File: config.mk
export PLATFORM = sky130hd
export DESIGN_NAME = word_packer
export DESIGN_NICKNAME = d
export VERILOG_FILES = /design/src/rtl/word_packer.sv
export SDC_FILE = /design/constraint.sdc
export NUM_CORES = 1
export LEC_CHECK = 0
export CORE_UTILIZATION = 54
export DETAILED_ROUTE_END_ITERATION = 6
export PLACE_DENSITY_LB_ADDON = 0.15
export SYNTH_ARGS = -nofsm -noshare
export SYNTH_HDL_FRONTEND = slang
export SYNTH_SLANG_ARGS = --single-unit
export TNS_END_PERCENT = 5
File: constraint.sdc
create_clock -name clk -period 6.05 [get_ports clk]
set_input_delay 1.5125 -clock clk [delete_from_list [all_inputs] [get_ports clk]]
set_output_delay 1.5125 -clock clk [all_outputs]
set_load 0.02 [all_outputs]
File: src/rtl/word_packer.sv
// word_packer: gathers W-bit lanes from a valid/ready stream into W*N-bit
// words. A flush emits the partial word with its unfilled lanes set to zero.
// The word goes into a single output register that can accept a new word on
// the same edge the consumer takes the current one.
module word_packer #(
    parameter int W         = 4,
    parameter int N         = 4,
    parameter bit MSB_FIRST = 1'b1
) (
    input  logic                   clk,
    input  logic                   rst,
    input  logic [W-1:0]           in_data,
    input  logic                   in_valid,
    output logic                   in_ready,
    input  logic                   flush,
    output logic [W*N-1:0]         out_data,
    output logic [$clog2(N):0]     out_count,
    output logic                   out_valid,
    input  logic                   out_ready
);

    localparam int CNT_W = $clog2(N);
    localparam int OUT_W = CNT_W + 1;

    logic [W*N-1:0]   acc;
    logic [CNT_W-1:0] cnt;

    logic             accept;
    logic [W*N-1:0]   merged;
    logic [OUT_W-1:0] k;
    logic             emit;

    // Lanes only move when the output register is free or is draining this cycle.
    assign in_ready = !out_valid | out_ready;
    assign accept   = in_valid & in_ready;

    // Merge the incoming lane into the accumulator and decide whether a word leaves this edge.
    always_comb begin
        // NOTE: default every combinational output first so that no path leaves it unassigned, which would infer a latch.
        merged = acc;
        for (int i = 0; i < N; i++) begin
            if (accept && cnt == CNT_W'(i)) begin
                if (MSB_FIRST)
                    merged[(N-1-i)*W +: W] = in_data;
                else
                    merged[i*W +: W] = in_data;
            end
        end
        k    = {1'b0, cnt} + OUT_W'(accept);
        // A full word can only appear on an accepted lane, and accept already implies in_ready.
        emit = in_ready & ((k == OUT_W'(N)) | (flush & (k != '0)));
    end

    // Accumulator, lane counter and output register.
    always_ff @(posedge clk) begin
        // NOTE: all state is registered with non-blocking assignments so every reader sees the pre-edge value.
        if (rst) begin
            acc       <= '0;
            cnt       <= '0;
            out_data  <= '0;
            out_count <= '0;
            out_valid <= 1'b0;
        end else if (emit) begin
            out_data  <= merged;
            out_count <= k;
            out_valid <= 1'b1;
            acc       <= '0;
            cnt       <= '0;
        end else begin
            if (accept) begin
                acc <= merged;
                cnt <= cnt + CNT_W'(1);
            end
            if (out_ready)
                out_valid <= 1'b0;
        end
    end

endmodule

== Yosys cells after proc, flatten, opt, wreduce, memory -nomap -nowiden ==
Cells that the tools add are included.

* Logic and storage cells: 31
* Bits in writable memories: 0
* Input bits: 9
* Register bits: 38
* Output and inout port bits: 21
* ROM bits: 0
* Memories: 0
* Bits in latches: 0

* Div/mod/pow operators: 0
* Multiplexer cells: 6
* Order comparisons: 0
* Shift operators: 0
* Add/subtract/negate cells: 2
* Multipliers: 0
* Reduce and logical (&&, ||, !) cells: 9
* Eq/ne operators: 4
* Bitwise gates (word level): 5

{| class="wikitable"
|+ Operators by type and width
! kind !! number
|-
| two-way mux 4 bit || 3
|-
| two-way mux 8 bit || 1
|-
| == test 2 bit (second input constant) || 2
|-
| logical AND 1 bit || 4
|-
| adder 2 x 1 -> 3 bit || 1
|-
| AND 1 bit || 3
|-
| == test 3 bit (second input constant) || 1
|-
| nonzero test 3 bit || 1
|-
| adder 2 x 1 -> 2 bit (second input constant) || 1
|-
| == test 2 x 1 -> 1 bit (second input constant) || 1
|-
| zero test 2 bit || 1
|-
| two-way mux 1 bit || 2
|-
| OR 1 bit || 2
|-
| nonzero test 2 bit || 1
|-
| OR reduction 2 bit || 1
|-
| zero test 1 bit || 1
|}

== Logic depth before layout (Yosys ltp) ==
* Word-level depth: 9
* Depth in mapped cells: 13
* Mapped depth without buffers: 9

== Least setup slack after synthesis ==
No wires, ideal clock.

* Kind: input-to-reg
* From: in out_ready
* To: reg acc[11]
* Stages: 13
* Required time: 5.931 ns
* Setup time: 0.119 ns
* Buffers on the path: 4
* Path slack: 2.471 ns
* Data arrival time: 3.460 ns
* Cells stage by stage: nand2b_1 > buf_6 > nand2_1 > inv_1 > ha_1 > ha_1 > or3b_1 > a21boi_1 > buf_6 > or2_1 > buf_6 > buf_12 > nor2_1

* Word-level cells in the longest chain between the ends: 8
* Elaborated cells on any way between the ends: 11

{| class="wikitable"
|+ RTL lines
! what !! line !! text
|-
| start, declared || 19 || <nowiki>input logic out_ready</nowiki>
|-
| OR 1 bit (*) || 34 || <nowiki>assign in_ready = !out_valid | out_ready;</nowiki>
|-
| via in_ready || 14 || <nowiki>output logic in_ready,</nowiki>
|-
| AND 1 bit (*) || 35 || <nowiki>assign accept = in_valid & in_ready;</nowiki>
|-
| via accept || 28 || <nowiki>logic accept;</nowiki>
|-
| adder 2 x 1 -> 3 bit (*) || 49 || <nowiki>k = {1'b0, cnt} + OUT_W'(accept);</nowiki>
|-
| via k[1] || 30 || <nowiki>logic [OUT_W-1:0] k;</nowiki>
|-
| nonzero test 3 bit || 51 || <nowiki>emit = in_ready & ((k == OUT_W'(N)) | (flush & (k != '0)));</nowiki>
|-
| AND 1 bit || 51 ||
|-
| OR 1 bit (*) || 51 ||
|-
| AND 1 bit (*) || 51 ||
|-
| OR reduction 2 bit (no source line) (*) || - ||
|-
| end signal, assigned || 71 || <nowiki>acc <= merged;</nowiki>
|-
| end, declared || 25 || <nowiki>logic [W*N-1:0] acc;</nowiki>
|}

Mark *: on every way through the listed nets, which the timed path passes. The rest lies on a longest branch.
A chain may end at the register's enable or synchronous reset.

== Worst setup path in the final report ==
* From: in out_ready
* To: out in_ready

* Word-level cells in the longest chain between the ends: 1

{| class="wikitable"
|+ RTL lines
! what !! line
|-
| OR 1 bit || 34
|-
| end, declared || 14
|}

No other way between the ends.

==> impl_results.md <==
* CTS root buf: clkbuf_4
* CTS H-tree depth at 2
* XOR/XNOR Fraction of Synth Area at 0.00578
* Sw Pwr at 0.170 mW
* Reg2reg end: acc[15]
* Required time of the critical path at 4.54 ns
* Synth top area share at 0.502
* Met2 Use GR at 0.351
* Max Root-Sink Buffers at 2
* Syn avg cell area at 10.4 sq um
* Hold Startpoint: out_count[0]
* Synth Area in Compound Gates at 0.102
* Reg2reg setup slack at 3.01 ns
* CTS sink count at 38
* Layout overhead on the synthesized area at 18.3%
* Hold EP: out_count[0]
* Worst Max-Slew Pin Slew at 0.864 ns
* RSZ-0062 raised after global routing: no
* Fillers at 222
* Pre-CTS WS at 1.36 ns
* Worst Path Max Fanout at 9
* Multi-input gate area at 626 sq um
* Crit Path Class: in -> out
* Synth Warn # at 0
* Die area at 3020 sq um
* Sequential-to-total area share from yosys stat at 0.502
* Worst Hold Slack at 0.503 ns
* Mapped Area at 1520 sq um
* CTS tree: built
* P_leak at 0.666 nW
* Initial DRC Count at 13
* Worst setup path start: out_ready
* Antenna violations before repair at 0
* Syn Inst Count at 146
* Final GP Congestion at 0.755
* Wirelength per Cell at 14.7 um
* Setup tns final at 0 ns
* Max Clock Skew at 0.00719 ns
* Grt ovf at 0
* Global route hottest layer: met2
* Hold depth at 2
* Class of the worst hold path: reg -> reg
* Vias post-DR at 1080
* Post-CTS Hold Buffers at 0
* Setup bufs post-CTS at 0
* Slew Limit Headroom at 0.422
* Pre-Repair DR Iteration Count at 5
* N_diodes at 0
* HPWL Detailed at 2040 um
* Int Power at 0.393 mW
* Final net count at 185
* Vias in the first global route at 984
* Post-Synth Simple-Gate Area at 0.128
* Starting Density at 0.590
* Share of layout cells above drive strength 1 at 0.0643
* Syn Nets at 161
* First-pass GRT wire length at 4540 um
* Final Hold Vio Count at 0
* Library cells used by synthesis at 23
* F_max at 228 MHz
* Power Density at 314 nW/um^2
* Via density at 5.37
* Largest net degree at the start of global routing at 22
* Core area at 2570 sq um
* Multiplexer area fraction after synthesis at 0.126
* Max-Cap Viols at 0
* DRC at 0
* Cells resized by post-CTS repair at 0
* Final setup margin at 1.67 ns
* Largest family of logic cells by synthesized area: simple AND/OR/NAND/NOR gates
* Die Ht at 55.0 um
* Comb power frac at 0.252
* Met3 usage at 0.0574
* Io pins at 30
* FF/Latch Area at 761 sq um
* Final core occ at 0.698
* Clock Latency Late Sink at 0.34 ns
* Routed WL at 2950 um
* Worst-path clk slew at 0.10 ns
* Worst Path Arrival at 2.87 ns
* Port Buffers at 29
* #FFs+latches synth at 38
* Maximum VDD drop at 228 uV
* Flop pwr share at 0.508
* Post-synthesis adder-cell area fraction at 0.0495
* Die width at 55.0 um
* Row count at 18
* CP endpoint kind: output port
* Startpoint types: primary input
* Num CTS Buffers at 5
* Final period util at 0.725
* Status: finished clean
* Met1 Usage GRT at 0.291
* Post-synth top area cell: dfxtp_1
* Antenna-violating nets left at 0
* Minimum clock period at 4.38 ns
* FF-to-FF path depth at 9
* Final slew viol count at 0
* Top post-synthesis cells by area: dfxtp_1 (50%), mux2i_1 (13%), nor2_1 (8.9%), a211oi_1 (6.9%), ha_1 (5.0%)
* Reg-to-Reg Start: out_valid
* Switching Fraction at 0.302
* Clk pwr share at 0.240
* GRT Total Usage at 0.226
* Setup violations, final at 0
-- power groups by stage --
stage          clock, mW  combinational [mW]  sequential [mW]
6_report           0.135               0.142            0.286
5_1_grt            0.146               0.156            0.288
4_1_cts            0.137               0.142            0.286
3_5_place_dp           0               0.142            0.291
3_3_place_gp           0               0.138            0.290
2_1_floorplan          0              0.0819            0.311
-- worst max path at each step --
stage	slack, ns	endpoint
after floorplan	2.47	acc[11]
after global placement	1.43	acc[13]
after detailed placement	1.36	acc[15]
after CTS	1.67	in_ready
after global routing	1.44	acc[11]
final	1.67	in_ready
-- cell type report --
type / instances / share of cell area
clock buffer: 7 / 0.0307
clock inverter: 1 / 0.00279
inverter: 3 / 0.00628
multi-input combinational: 92 / 0.349
sequential: 38 / 0.424
tap: 30 / 0.0209
timing repair buffer: 30 / 0.166
-- synth_stat cells --
library cell / number
nor2_1: 36
inv_1: 3
nand3_1: 1
o21ai_0: 1
xnor2_1: 1
nand2b_1: 1
or2_1: 1
a211oi_1: 14
buf_6: 3
buf_1: 2
a21boi_1: 1
and3_1: 4
a21oi_1: 1
mux2i_1: 19
a211oi_2: 2
or3b_1: 1
clkbuf_1: 4
dfxtp_1: 38
ha_1: 6
buf_12: 3
buf_2: 1
a31oi_1: 1
nand2_1: 2
-- cells by family after synthesis --
group	Yosys count
buffers and inverters	16
xor gates and xnor gates	1
muxes	19
adders and majority gates	6
AOI/OAI and AO/OA	20
DFF	38
and+or+nand+nor	46
-- routing by layer --
metal	routed length (um)	share of wire
met3	76	0.026
met5	0	0
met4	50	0.017
met1	1380	0.47
met2	1440	0.49
-- cell usage in the layout, fill, tap and decap left out, types with 2 or more instances in the layout --
cell type	Yosys	routed
clkbuf_4	0	5
dfxtp_1	38	38
clkdlybuf4s50_1	0	29
and3_1	4	4
inv_1	3	3
a211oi_2	2	2
nor2_1	36	36
a211oi_1	14	14
nand2_1	2	2
ha_1	6	6
mux2i_1	19	19
-- registers in the layout, summed over array words and instances (netlist names) --
register,count
out_valid,1
out_count,3
acc,16
out_data,16
cnt,2
-- per-stage QoR --
step | area (sq um) | total power, mW | instances
after floorplan | 1520 | 0.393 | 146
final | 1790 | 0.562 | 201
after CTS | 1790 | 0.565 | 201
after detailed placement | 1730 | 0.433 | 193
after global placement | 1730 | 0.428 | 193
after global routing | 1790 | 0.590 | 201
-- worst max-delay path, stage by stage --
cell	delay, ns
clkdlybuf4s50_1	0.44
nand2b_1	0.24
clkdlybuf4s50_1	0.67
No activity file was read; power rests on OpenSTA's default activity.
